File: config.mk
export PLATFORM = sky130hd
export DESIGN_NAME = pc_stack_unit
export DESIGN_NICKNAME = d
export VERILOG_FILES = /design/src/rtl/pc_stack_unit.sv
export SDC_FILE = /design/constraint.sdc
export NUM_CORES = 1
export LEC_CHECK = 0
export CORE_UTILIZATION = 40
export DETAILED_ROUTE_END_ITERATION = 10
export DONT_BUFFER_PORTS = 1
export HOLD_SLACK_MARGIN = 0.08
export REMOVE_ABC_BUFFERS = 1
export SYNTH_ARGS = -nofsm -noshare
export SYNTH_HDL_FRONTEND = slang
export SYNTH_SLANG_ARGS = --single-unit
File: constraint.sdc
create_clock -name clk -period 4 [get_ports clk]
set_clock_uncertainty 0.15 [all_clocks]
set_input_delay 0.4 -clock clk [delete_from_list [all_inputs] [get_ports clk]]
set_output_delay 0.4 -clock clk [all_outputs]
set_load 0.01 [all_outputs]
File: src/rtl/pc_stack_unit.sv
// pc_stack_unit: program counter with jump, relative branch and call/return through a return-address stack
// Ports: clk, rst (async, active-high); commands inc/jmp/br/call/ret, priority inc > jmp > br > call > ret;
//        addr_in (jmp/call target), offset (signed branch offset), clr_err (clears sticky errors);
//        adout (registered PC), sp (valid stack entries), full/empty (decoded from sp),
//        ovf (call while full, sticky), unf (ret while empty, sticky).
module pc_stack_unit #(
    parameter int ADDR_W = 8,
    parameter int DEPTH = 4,
    parameter int OFF_W = 8,
    parameter int RET_OFFSET = 2,
    parameter logic [ADDR_W-1:0] RESET_ADDR = '0,
    localparam int SP_W = $clog2(DEPTH + 1)
) (
    input  logic              clk,
    input  logic              rst,
    input  logic              inc,
    input  logic              jmp,
    input  logic              br,
    input  logic              call,
    input  logic              ret,
    input  logic [ADDR_W-1:0] addr_in,
    input  logic [OFF_W-1:0]  offset,
    input  logic              clr_err,
    output logic [ADDR_W-1:0] adout,
    output logic [SP_W-1:0]   sp,
    output logic              full,
    output logic              empty,
    output logic              ovf,
    output logic              unf
);
    logic [ADDR_W-1:0] ras [DEPTH];
    logic [ADDR_W-1:0] top;
    logic [ADDR_W-1:0] pc_nxt;
    logic [ADDR_W-1:0] off_ext;
    logic              do_jmp;
    logic              do_br;
    logic              do_call;
    logic              do_ret;
    logic              push;
    logic              pop;

    assign full    = sp == SP_W'(DEPTH);
    assign empty   = sp == '0;
    assign off_ext = ADDR_W'($signed(offset));
    assign do_jmp  = jmp & ~inc;
    assign do_br   = br & ~inc & ~jmp;
    assign do_call = call & ~inc & ~jmp & ~br;
    assign do_ret  = ret & ~inc & ~jmp & ~br & ~call;
    assign push    = do_call & ~full;
    assign pop     = do_ret & ~empty;

    // Top-of-stack read, entry sp-1; only consumed when sp > 0.
    always_comb begin
        top = '0;
        for (int i = 0; i < DEPTH; i++)
            top = (SP_W'(i) == sp - SP_W'(1)) ? ras[i] : top;
    end

    // A call while full or ret while empty leaves the PC untouched.
    always_comb begin
        pc_nxt = inc    ? adout + ADDR_W'(1) :
                 do_jmp ? addr_in :
                 do_br  ? adout + off_ext :
                 push   ? addr_in :
                 pop    ? top + ADDR_W'(RET_OFFSET) :
                          adout;
    end

    always_ff @(posedge clk or posedge rst) begin
        if (rst) begin
            adout <= RESET_ADDR;
            sp    <= '0;
            ovf   <= 1'b0;
            unf   <= 1'b0;
            for (int i = 0; i < DEPTH; i++)
                ras[i] <= '0;
        end else begin
            adout <= pc_nxt;
            sp    <= push ? sp + SP_W'(1) : pop ? sp - SP_W'(1) : sp;
            // Setting an error flag takes precedence over a same-cycle clear.
            ovf   <= (do_call & full) | (ovf & ~clr_err);
            unf   <= (do_ret & empty) | (unf & ~clr_err);
            for (int i = 0; i < DEPTH; i++)
                if (push && SP_W'(i) == sp)
                    ras[i] <= adout;
        end
    end
endmodule
## Word-level counts from Yosys, hierarchy flattened

Cells that the tools add are included.

- Output and inout bits: 15
- Register bits: 45
- Bits of input ports: 24
- Word-level logic and storage cells: 64

- Bitwise logic cells: 25
- Eq/ne operators: 7
- Reductions and logical operators: 8
- Multiplexer cells: 11
- $add $sub $neg: 5

Operator list:

| operator | number |
|---|---|
| 8-bit 2-to-1 mux | 9 |
| 1-bit AND | 16 |
| 2-bit by 3-bit equality test with 1-bit output, first input constant | 4 |
| 8-bit by 1-bit adder with 8-bit output, second input constant | 1 |
| 8-bit by 2-bit adder with 8-bit output, second input constant | 1 |
| 8-bit adder | 1 |
| 1-bit NOT | 7 |
| 1-bit by 3-bit equality test with 1-bit output, first input constant | 2 |
| 3-bit logical NOT | 2 |
| 3-bit 2-to-1 mux | 2 |
| 5-bit nonzero test | 1 |
| 1-bit logical AND | 4 |
| 3-bit by 1-bit adder with 3-bit output, second input constant | 1 |
| 3-bit equality test, second input constant | 1 |
| 3-bit by 1-bit subtractor with 3-bit output, second input constant | 1 |
| 1-bit bitwise OR | 2 |
| 2-bit nonzero test | 1 |

## Logic depth before layout (Yosys ltp)

- Depth after elaboration: 12
- Depth in mapped cells: 11
- Depth with buffers taken out: 10

## Worst setup path after synthesis

OpenSTA, ideal clock, no wires.

- Path kind: reg-to-reg
- Start: register sp[0]
- End: register adout[7]
- Library setup time: 133 ps
- Path buffers: 1
- Arrival: 2191 ps
- Stages on the path, launching flop included: 12
- Clock period less this slack: 2474 ps
- Setup slack: 1526 ps
- Required time: 3717 ps
- Cell sequence: dfrtp_1 inv_1 ha_1 buf_2 nand3b_1 a221oi_2 o21a_1 ha_1 nand3_1 nor4_2 mux2i_1 o211ai_1

- Longest elaborated chain between the ends: 12
- Elaborated cells between the ends (all ways): 22
- Classes of those cells: add/sub: 2; eq/ne: 4; mux: 9; bitwise: 4; reduce/logical: 3

Ends and longest elaborated chain:

| element | RTL line | text |
|---|---|---|
| start, declared | 25 | `output logic [SP_W-1:0] sp,` |
| start signal, assigned | 79 | `sp <= push ? sp + SP_W'(1) : pop ? sp - SP_W'(1) : sp;` |
| 3-bit by 1-bit subtractor with 3-bit output | 56 | `top = (SP_W'(i) == sp - SP_W'(1)) ? ras[i] : top;` |
| 3-bit logical NOT | 56 |  |
| 8-bit 2-to-1 mux (4 in series) | 56 |  |
| 8-bit by 2-bit adder with 8-bit output | 65 | `pop ? top + ADDR_W'(RET_OFFSET) :` |
| 8-bit 2-to-1 mux | 65 |  |
| 8-bit 2-to-1 mux | 64 | `push ? addr_in :` |
| 8-bit 2-to-1 mux | 63 | `do_br ? adout + off_ext :` |
| 8-bit 2-to-1 mux | 62 | `do_jmp ? addr_in :` |
| 8-bit 2-to-1 mux | 61 | `pc_nxt = inc ? adout + ADDR_W'(1) :` |
| end signal, assigned | 78 | `adout <= pc_nxt;` |
| end, declared | 24 | `output logic [ADDR_W-1:0] adout,` |

Parallel ways exist; a longest one is shown, timed or not. The select of a mux whose other input is x is not followed.
A chain may end at the register's enable or synchronous reset.

## Final worst setup path

Ends and elaborated chain as after synthesis.

==> insert_results.sql <==
INSERT INTO impl_metrics (metric_group, metric, value, unit) VALUES
('floorplan', 'die_x', '89.0', 'microns'),
('yosys', 'dominantRegCellSynth', 'sky130_fd_sc_hd__dfrtp_1', ''),
('critical_path', 'required_time_of_the_critical_path', '4.02', 'ns'),
('clock_network', 'cts_made_buffers', '5', ''),
('power_and_ir_drop', 'vdd_drop_max', '0.267', 'mV'),
('yosys', 'synth_top_cells_by_area', 'sky130_fd_sc_hd__dfrtp_1 (37%), sky130_fd_sc_hd__mux2_2 (8.9%), sky130_fd_sc_hd__ha_1 (6.6%)', ''),
('yosys', 'netlist_area_before_placement', '0.00303', 'sq mm'),
('finish', 'design.final.nets', '353', ''),
('clock_network', 'cts_tree', 'done', ''),
('global_routing', 'grt_overflow', '0', ''),
('sta', 'worst_pin_slew', '0.963', 'ns'),
('floorplan', 'core_ar', '0.00729', 'sq mm'),
('clock_network', 'clock-sinks', '45', ''),
('sta', 'timing.fmax', '333', 'MHz'),
('yosys', 'ff_latch_count_synth', '45', ''),
('critical_path', 'timing.reg2reg.setup_slack', '1.0', 'ns'),
('clock_network', 'cts_htree_levels', '2', ''),
('global_routing', 'global_route_wire_length_before_repair', '12.3', 'mm'),
('detailed_routing', 'post_drt_wl_per_cell', '18.2', 'microns'),
('finish', 'areaGrowthSynthToFinish', '5.00', '%'),
('finish', 'layout.core_utilization', '0.436', ''),
('finish', 'stdcell_area', '0.00318', 'sq mm'),
('sta', 'post-route-min-period', '3.00', 'ns'),
('detailed_routing', 'final_ant_viol_nets', '0', ''),
('yosys', 'synthCells', '318', ''),
('yosys', 'yosysSeqAreaShare', '0.372', ''),
('floorplan', 'start_util', '0.416', ''),
('floorplan', 'std_cell_rows', '31', ''),
('critical_path', 'setup.worst_path.end_class', 'flop', ''),
('floorplan', 'die_area', '0.00793', 'sq mm'),
('yosys', 'synth_cell_types', '57', ''),
('clock_network', 'ctsRootBufferMaster', 'sky130_fd_sc_hd__clkbuf_8', ''),
('sta', 'finalSetupViolCount', '0', ''),
('yosys', 'synth_top_cell_area_share', '0.372', ''),
('placement', 'buffer_ports.inserted', '0', ''),
('clock_network', 'cts.reportedPaths.clkPinSlew', '0.09', 'ns'),
('sta', 'final-hold-violation-count', '0', ''),
('worst_hold_path', 'min_path_type', 'in2reg', ''),
('clock_network', 'postCtsResizedCells', '0', ''),
('detailed_routing', 'wl_met3', '425', 'microns'),
('detailed_routing', 'initial_drc_count', '129', ''),
('flow_run', 'cap_violations', '0', ''),
('sta', 'rsz0062_at_grt', 'no', ''),
('detailed_routing', 'viasPerCell', '5.70', ''),
('status', 'run_status', 'finished clean', ''),
('yosys', 'synth-edff-count', '0', ''),
('detailed_routing', 'remaining_drc_errors', '0', ''),
('detailed_routing', 'wirelength_met1', '3.50', 'mm'),
('global_routing', 'grt_max_degree', '46', ''),
('yosys', 'synthesis_warnings', '0', ''),
('detailed_routing', 'dr_vias', '2347', ''),
('placement', 'dpl.hpwl', '5.50', 'mm'),
('sta', 'fin_worst_hold_slack', '0.0907', 'ns'),
('finish', 'seq_area', '0.00113', 'sq mm'),
('power_and_ir_drop', 'power_per_cell_area', '675', 'mW/mm^2'),
('finish', 'multi_input_area', '0.00176', 'sq mm'),
('global_routing', 'global_route.usage.total', '0.206', ''),
('detailed_routing', 'drt_pre_antenna_iters', '4', ''),
('detailed_routing', 'highest_layer', 'met4', ''),
('sta', 'setup_total_negative_slack', '0', 'ns'),
('critical_path', 'arrival_time_worst_endpoint', '3.02', 'ns'),
('sta', 'timing.slew.headroom', '0.357', ''),
('finish', 'final_layout_size_suffix_gt1_frac', '0.147', ''),
('finish', 'nFillCells', '745', ''),
('global_routing', 'grt_antenna_before_repair', '0', ''),
('placement', 'postPlaceCellArea', '0.00308', 'sq mm'),
('critical_path', 'worstPathMaxFanout', '20', ''),
('placement', 'gp_routability_congestion', '0.870', ''),
('global_routing', 'first_global_vias', '2351', ''),
('critical_path', 'worst_setup_path_start_kind', 'flop', ''),
('yosys', 'async_s_r_ff_share_synth', '1.00', '');
registers in the layout, summed over array words and instances, names as in the netlist:
signal,count
adout,8
ovf,1
ras,32
sp,3
unf,1
layout make-up:
cell class	instances	area share
Clock buffer	7	0.0240
Clock inverter	1	0.00236
Inverter	17	0.0201
Multi-Input combinational cell	241	0.554
Sequential cell	45	0.354
Tap cell	99	0.0389
Timing Repair Buffer	2	0.00629
report_power, final:
| group | internal (mW) | total (mW) | switching, mW | leakage (nW) |
|---|---|---|---|---|
| combinational | 0.448 | 1.02 | 0.572 | 0.734 |
| sequential | 0.622 | 0.843 | 0.220 | 0.584 |
| clock | 0.124 | 0.284 | 0.160 | 0.0385 |
path summary, 6_finish.rpt:
| kind | from | endpoint | depth (start not counted) |
|---|---|---|---|
| max in group asynchronous | rst | adout[2] | 2 |
| min in group asynchronous | rst | ras[24] | 2 |
| worst max-delay path | sp[0] | adout[7] | 7 |
| worst min register to register | ras[1] | ras[1] | 2 |
| worst max register to register | sp[0] | adout[7] | 7 |
| worst min-delay path | addr_in[3] | adout[3] | 1 |
metal layers:
layer,up-vias,GRT usage
li1,1130,-
met1,1137,0.281
met2,73,0.343
met3,7,0.0360
met4,0,0.0462
met5,-,0
metrics by stage:
step	worst slack [ns]	std cells
5_1_grt	0.730	412
3_5_place_dp	1.04	402
3_3_place_gp	1.15	402
6_report	1.00	412
4_1_cts	1.01	412
2_1_floorplan	1.48	303
timing repair:
| item | CTS | global route |
|---|---|---|
| setup buffers | 0 | 0 |
| hold buffers | 2 | 0 |
| hold endpoints to repair | 5 | 0 |
cell families (layout without fill, tap and decap cells):
kind of cell,Yosys count,in the layout,share of synthesized area
muxes,28,28,0.102
adders and majority gates,17,17,0.0727
AOI/OAI and AO/OA,79,79,0.184
DFF,45,45,0.372
buffers and inverters,32,27,0.0462
and+or+nand+nor,102,102,0.175
xor gates and xnor gates,15,15,0.0483
critical path, stage by stage, from the launching register on:
cell,delay [ns]
sky130_fd_sc_hd__dfrtp_1,0.47
sky130_fd_sc_hd__inv_1,0.18
sky130_fd_sc_hd__ha_1,0.73
sky130_fd_sc_hd__nand2_1,0.22
sky130_fd_sc_hd__and3_1,0.40
sky130_fd_sc_hd__or3_1,0.42
sky130_fd_sc_hd__mux2i_1,0.18
sky130_fd_sc_hd__o211ai_1,0.13
layout by cell type, fill, tap and decap left out, types with 3 or more instances in the layout:
| cell | count |
|---|---|
| sky130_fd_sc_hd__dfrtp_1 | 45 |
| sky130_fd_sc_hd__nand2_1 | 35 |
| sky130_fd_sc_hd__mux2_2 | 24 |
| sky130_fd_sc_hd__o21ai_0 | 21 |
| sky130_fd_sc_hd__nor2_1 | 17 |
| sky130_fd_sc_hd__inv_1 | 16 |
| sky130_fd_sc_hd__ha_1 | 16 |
| sky130_fd_sc_hd__a21oi_1 | 15 |
| sky130_fd_sc_hd__nand3_1 | 12 |
| sky130_fd_sc_hd__xnor2_1 | 12 |
| sky130_fd_sc_hd__nor2b_1 | 7 |
| sky130_fd_sc_hd__nand2b_1 | 6 |
| sky130_fd_sc_hd__a221oi_1 | 6 |
| sky130_fd_sc_hd__clkbuf_8 | 5 |
| sky130_fd_sc_hd__nand3b_1 | 4 |
| sky130_fd_sc_hd__mux2i_1 | 4 |
| sky130_fd_sc_hd__o221ai_1 | 4 |
| sky130_fd_sc_hd__and3_1 | 3 |
| sky130_fd_sc_hd__and2_1 | 3 |
| sky130_fd_sc_hd__nand4_1 | 3 |
| sky130_fd_sc_hd__a22oi_1 | 3 |
| sky130_fd_sc_hd__o211ai_1 | 3 |
Note: power is estimated with default switching activity, not from simulation.
==> variant 1 (config.mk and constraints unchanged) <==
Make the reset (`rst`) synchronous in one clocked block. Comments in the files are not updated.
--- a/src/rtl/pc_stack_unit.sv
+++ b/src/rtl/pc_stack_unit.sv
@@ -67,5 +67,5 @@
     end
 
-    always_ff @(posedge clk or posedge rst) begin
+    always_ff @(posedge clk) begin
         if (rst) begin
             adout <= RESET_ADDR;
Function: differs if rst is asserted again (counterexample within 4 cycles, from zero or initial values and one cycle with rst high); with rst held inactive, the same outputs for 10 cycles.
==> variant 1 against the original RTL <==
Die area increased by 3.8%; critical endpoint is now adout[5]$_SDFFE_PP0P_; global-route usage rose by 0.89 points; sequential cell count unchanged; highest routed layer unchanged; setup slack improved by 0.017 ns; non-clock buffer count rose by 2; area after synthesis rose by 3.8%; design area increased by 3.9%; routed wire length grew 11%; fmax up 0.56%.
Power is not compared: it rests on default switching activity, and its combinational part moved more than twofold at a synthesized area within 25%.
==> variant 1: results (changes against the original RTL) <==
{| class="wikitable"
! Metric !! Value
|-
| Critical register-to-register path startpoint || sp[0]$_SDFFE_PP0P_
|-
| Vias in the first global route || 2523 (+7.3%)
|-
| Amount of wire on met3 after detailed routing || 363 um (-15%)
|-
| CTS H-tree lvls || 2 (unchanged)
|-
| Min-delay worst type || in2reg
|-
| Highest net fanout along the worst path || 25 (+25%)
|-
| # hold bufs at CTS || 1 (-1)
|-
| Met2 track demand over resource || 0.350 (+0.00709)
|-
| Longest individual stage delay on the worst path || 0.69 ns (-0.04 ns)
|-
| Hold Path Origin || call
|-
| Multiplexer share of the synthesized area || 0.0131 (-0.0893)
|-
| Met2 wirelength from detailed routing || 3910 um (+11%)
|-
| Mapped Avg Cell Area || 9.45 um2 (-0.84%)
|-
| Top cells by count, synth || 32 x sky130_fd_sc_hd__edfxtp_1, 27 x sky130_fd_sc_hd__nor2_1, 26 x sky130_fd_sc_hd__and3_1, 20 x sky130_fd_sc_hd__nand2_1, 17 x sky130_fd_sc_hd__a21oi_1
|-
| Post-synth EDFFs || 32 (+32)
|-
| Hold Crit Endpoint || ovf$_SDFF_PP0_
|-
| Adder and majority gate portion of the synthesized area || 0.0700 (-0.00269)
|-
| FFs w/ async S/R, synth || 0 (-1.00)
|-
| Post-DR vias/cell || 5.85 (+2.8%)
|-
| DPL Wire Length || 5970 um (+8.6%)
|-
| Primary FF master, synth || sky130_fd_sc_hd__edfxtp_1
|-
| Run status || complete, no violations
|-
| WL per Instance || 19.7 um (+8.0%)
|-
| Share of layout cells above drive strength 1 || 0.0708 (-0.0762)
|-
| Count of cell types in the netlist || 62 (+8.8%)
|-
| Total routed wire length on the met1 layer || 3960 um (+13%)
|-
| Max Buffers Root-to-Sink || 2 (unchanged)
|-
| First-pass GRT wire length || 13800 um (+12%)
|-
| Worst-case register-to-register setup slack || 1.02 ns (+0.02 ns)
|-
| Number of buffers added by the clock tree synthesis step || 5 (unchanged)
|-
| Number of buffer cells added on primary ports || 0 (unchanged)
|-
| Final Instance Count excl. Fillers || 424 (+2.9%)
|-
| Fill cell instance count of the final layout || 744 (-0.13%)
|-
| Global Route met3 Usage || 0.0379 (+0.00187)
|-
| Met1 Usage GRT || 0.292 (+0.0105)
|-
| Final layout net count || 365 (+3.4%)
|-
| Sequential element share of the synthesized area || 0.388 (+0.0165)
|-
| Gr usage total || 0.215 (+0.00892)
|-
| Category of cells accounting for the largest share of critical-path delay || adder cells
|-
| Fin Hold WS || 0.0967 ns (+0.00601 ns)
|-
| Clock transition time at the flip-flop clock pins of the worst setup and hold paths || 0.09 ns (about the same)
|-
| Worst setup path endpoint || adout[5]$_SDFFE_PP0P_
|-
| Share of the synthesized area in compound gates (AO/OA/AOI/OAI) || 0.198 (+0.0135)
|-
| Post-synthesis xor/xnor area fraction || 0.0477 (-0.000593)
|-
| Maximum number of pins on one net before global-route repair || 26 (-43%)
|-
| Iteration-0 DRC count of the detailed router || 135 (+4.7%)
|}
-- variant 1: changes by cell type in the layout (fill, tap and decap cells not counted), moves of 5 or more --
| cell | change |
|---|---|
| sky130_fd_sc_hd__nand2_1 | -15 |
| sky130_fd_sc_hd__o21ai_0 | -10 |
| sky130_fd_sc_hd__dfxtp_1 | +13 |
| sky130_fd_sc_hd__nor3_1 | +6 |
| sky130_fd_sc_hd__nand3_1 | -5 |
| sky130_fd_sc_hd__nor2_1 | +10 |
| sky130_fd_sc_hd__mux2_2 | -23 |
| sky130_fd_sc_hd__a211oi_1 | +7 |
| sky130_fd_sc_hd__dfrtp_1 | -45 |
| sky130_fd_sc_hd__and2_1 | +6 |
| sky130_fd_sc_hd__and3_1 | +23 |
| sky130_fd_sc_hd__edfxtp_1 | +32 |
-- variant 1: cell type report --
type                    instances  area share
multi-input cells             253       0.532
flip-flops and latches         45       0.370
well taps                      99      0.0375
clock buffers                   6      0.0220
inverters                      15      0.0170
clock inverters                 2      0.0117
repair buffers                  4     0.00984
-- variant 1: stage by stage --
stage          setup slack, ns  utilization  total power, mW  cell area (um2)
5_1_grt                  0.725        0.446             1.13             3300
4_1_cts                   1.02        0.446             1.09             3300
6_report                  1.02        0.446             1.08             3300
3_3_place_gp              1.14        0.430            0.732             3180
2_1_floorplan             1.50            -            0.681             3040
3_5_place_dp              1.06        0.430            0.734             3180
-- variant 1: power by group through the flow --
stage / clock network [mW] / logic (mW) / registers, mW
final: 0.355 / 0.173 / 0.553
after global routing: 0.381 / 0.194 / 0.557
after CTS: 0.358 / 0.173 / 0.554
after global placement: 0 / 0.167 / 0.564
after detailed placement: 0 / 0.169 / 0.565
after floorplan: 0 / 0.131 / 0.550
==> variant 2 (same flow settings) <==
Made on the original files. `DEPTH`: 4 -> 2.
--- a/src/rtl/pc_stack_unit.sv
+++ b/src/rtl/pc_stack_unit.sv
@@ -6,5 +6,5 @@
 module pc_stack_unit #(
     parameter int ADDR_W = 8,
-    parameter int DEPTH = 4,
+    parameter int DEPTH = 2,
     parameter int OFF_W = 8,
     parameter int RET_OFFSET = 2,
Interface: changed (resized sp); port bits go from 39 to 38. No check against the original RTL was run, so the function may have changed too.
==> variant 2 against the original RTL <==
Sequential cell count shrank 17; design area shrank 30%; routed wire length decreased by 30%; final cell count decreased by 24%; combinational power down 36%; total power down 35%; setup slack improved by 0.040 ns; via count fell by 23%; sequential share of layout area shrank 3.9 points; area after synthesis is 30% lower; critical endpoint unchanged; largest power group unchanged.
==> variant 2: results (changes against the original RTL) <==
{| class="wikitable"
! Metric !! Value
|-
| Top cells by count, synth || 30 x sky130_fd_sc_hd__nand2_1, 28 x sky130_fd_sc_hd__dfrtp_1, 18 x sky130_fd_sc_hd__nor2_1, 17 x sky130_fd_sc_hd__a21oi_1, 16 x sky130_fd_sc_hd__o21ai_0
|-
| Crit path DAT || 2.97 ns (-0.05 ns)
|-
| CTS H-tree lvls || 1 (-1)
|-
| Maximum number of pins on one net before global-route repair || 29 (-37%)
|-
| Reg2reg path depth || 11 (+4)
|-
| Post-synthesis xor/xnor area fraction || 0.0533 (+0.00500)
|-
| Longest individual stage delay on the worst path || 0.75 ns (+0.02 ns)
|-
| WL per Instance || 16.9 um (-7.3%)
|-
| Multiplexer share of the synthesized area || 0.0838 (-0.0186)
|-
| Number of buffers added by the clock tree synthesis step || 3 (-2)
|-
| Maximum VDD drop || 288 uV (+7.8%)
|-
| Hold Path Origin || inc
|-
| Count of cell types in the netlist || 48 (-16%)
|-
| Total routed wire length on the met1 layer || 2540 um (-28%)
|-
| Adder and majority gate portion of the synthesized area || 0.0797 (+0.00700)
|-
| Run status || complete, no violations
|-
| Worst Hold Depth || 2 (+1)
|-
| Ys Warns || 0 (unchanged)
|-
| Buffers inserted during post-CTS setup optimization || 0 (unchanged)
|-
| Category of cells accounting for the largest share of critical-path delay || adder cells
|-
| Number of iterations in the first detailed-routing pass || 5 (+1)
|-
| Met2 wirelength from detailed routing || 2370 um (-33%)
|-
| Share of the synthesized area in compound gates (AO/OA/AOI/OAI) || 0.194 (+0.00976)
|-
| Clock latency of the later-clocked register in the worst-skew pair || 0.28 ns (-0.02 ns)
|-
| Worst-case register-to-register setup slack || 1.04 ns (+0.04 ns)
|-
| Uppermost layer routed || met4
|-
| Share of layout cells above drive strength 1 || 0.107 (-0.0400)
|-
| Met2 track demand over resource || 0.317 (-0.0253)
|-
| Global Route met3 Usage || 0.0348 (-0.00121)
|-
| Net switching power figure || 629 uW (-34%)
|-
| Static leakage || 0.899 nW (-34%)
|-
| Sequential element share of the synthesized area || 0.328 (-0.0435)
|-
| Final layout net count || 282 (-20%)
|-
| Met1 Usage GRT || 0.295 (+0.0140)
|-
| Highest net fanout along the worst path || 28 (+40%)
|-
| DPL Wire Length || 4020 um (-27%)
|-
| First-pass GRT wire length || 8550 um (-30%)
|-
| Registers with the highest flip-flop counts || ras (16), adout (8), sp (2)
|-
| Routed via count || 1805 (-23%)
|-
| Weighted congestion at the end of routability-driven global placement || 0.847 (-2.6%)
|-
| Fin Hold WS || 0.111 ns (+0.0201 ns)
|-
| Iteration-0 DRC count of the detailed router || 78 (-40%)
|-
| Vias in the first global route || 1675 (-29%)
|-
| Gr usage total || 0.206 (+0.000439)
|-
| Transition time at the pin with the least slew margin || 1.08 ns (+0.120 ns)
|}
==> variant 2: worst max path at each step <==
stage	startpoint	end	slack, ns	cells after the start
2_1_floorplan	sp[0]$_DFFE_PP0P_	adout[7]$_DFFE_PP0P_	1.39	11
3_3_place_gp	sp[0]$_DFFE_PP0P_	adout[7]$_DFFE_PP0P_	1.11	11
3_5_place_dp	sp[0]$_DFFE_PP0P_	adout[7]$_DFFE_PP0P_	1.04	11
4_1_cts	sp[0]$_DFFE_PP0P_	adout[7]$_DFFE_PP0P_	0.98	11
5_1_grt	sp[0]$_DFFE_PP0P_	adout[7]$_DFFE_PP0P_	0.66	11
6_report	sp[0]$_DFFE_PP0P_	adout[7]$_DFFE_PP0P_	1.04	11
==> variant 2: metrics by stage <==
step                 util  area, um2  instances  worst slack [ns]
floorplan               -       2090        239              1.39
global placement    0.423       2170        309              1.11
detailed placement  0.423       2170        309              1.04
CTS                 0.433       2220        313             0.984
global route        0.433       2220        313             0.660
finish              0.433       2220        313              1.04
==> variant 2: power groups by stage <==
stage               Combinational, mW  Sequential [mW]  Clock (mW)
global route                    0.741            0.618       0.169
CTS                             0.654            0.596       0.161
finish                          0.652            0.594       0.156
detailed placement              0.646            0.603           0
floorplan                       0.534            0.536           0
global placement                0.644            0.602           0
==> variant 2: repair_timing <==
| item | in CTS | in global routing |
|---|---|---|
| endpoints found under the hold margin | 2 | 0 |
| endpoints found under the setup margin | 0 | 0 |
| hold buffers | 1 | 0 |
==> variant 2: area by class of cell <==
class / count / area (um2)
Sequential cell: 28 / 701
Timing Repair Buffer: 1 / 10.0
Clock buffer: 3 / 41.3
Fill cell: 547 / 2920
Tap cell: 70 / 87.6
Inverter: 11 / 41.3
Multi-Input combinational cell: 200 / 1340
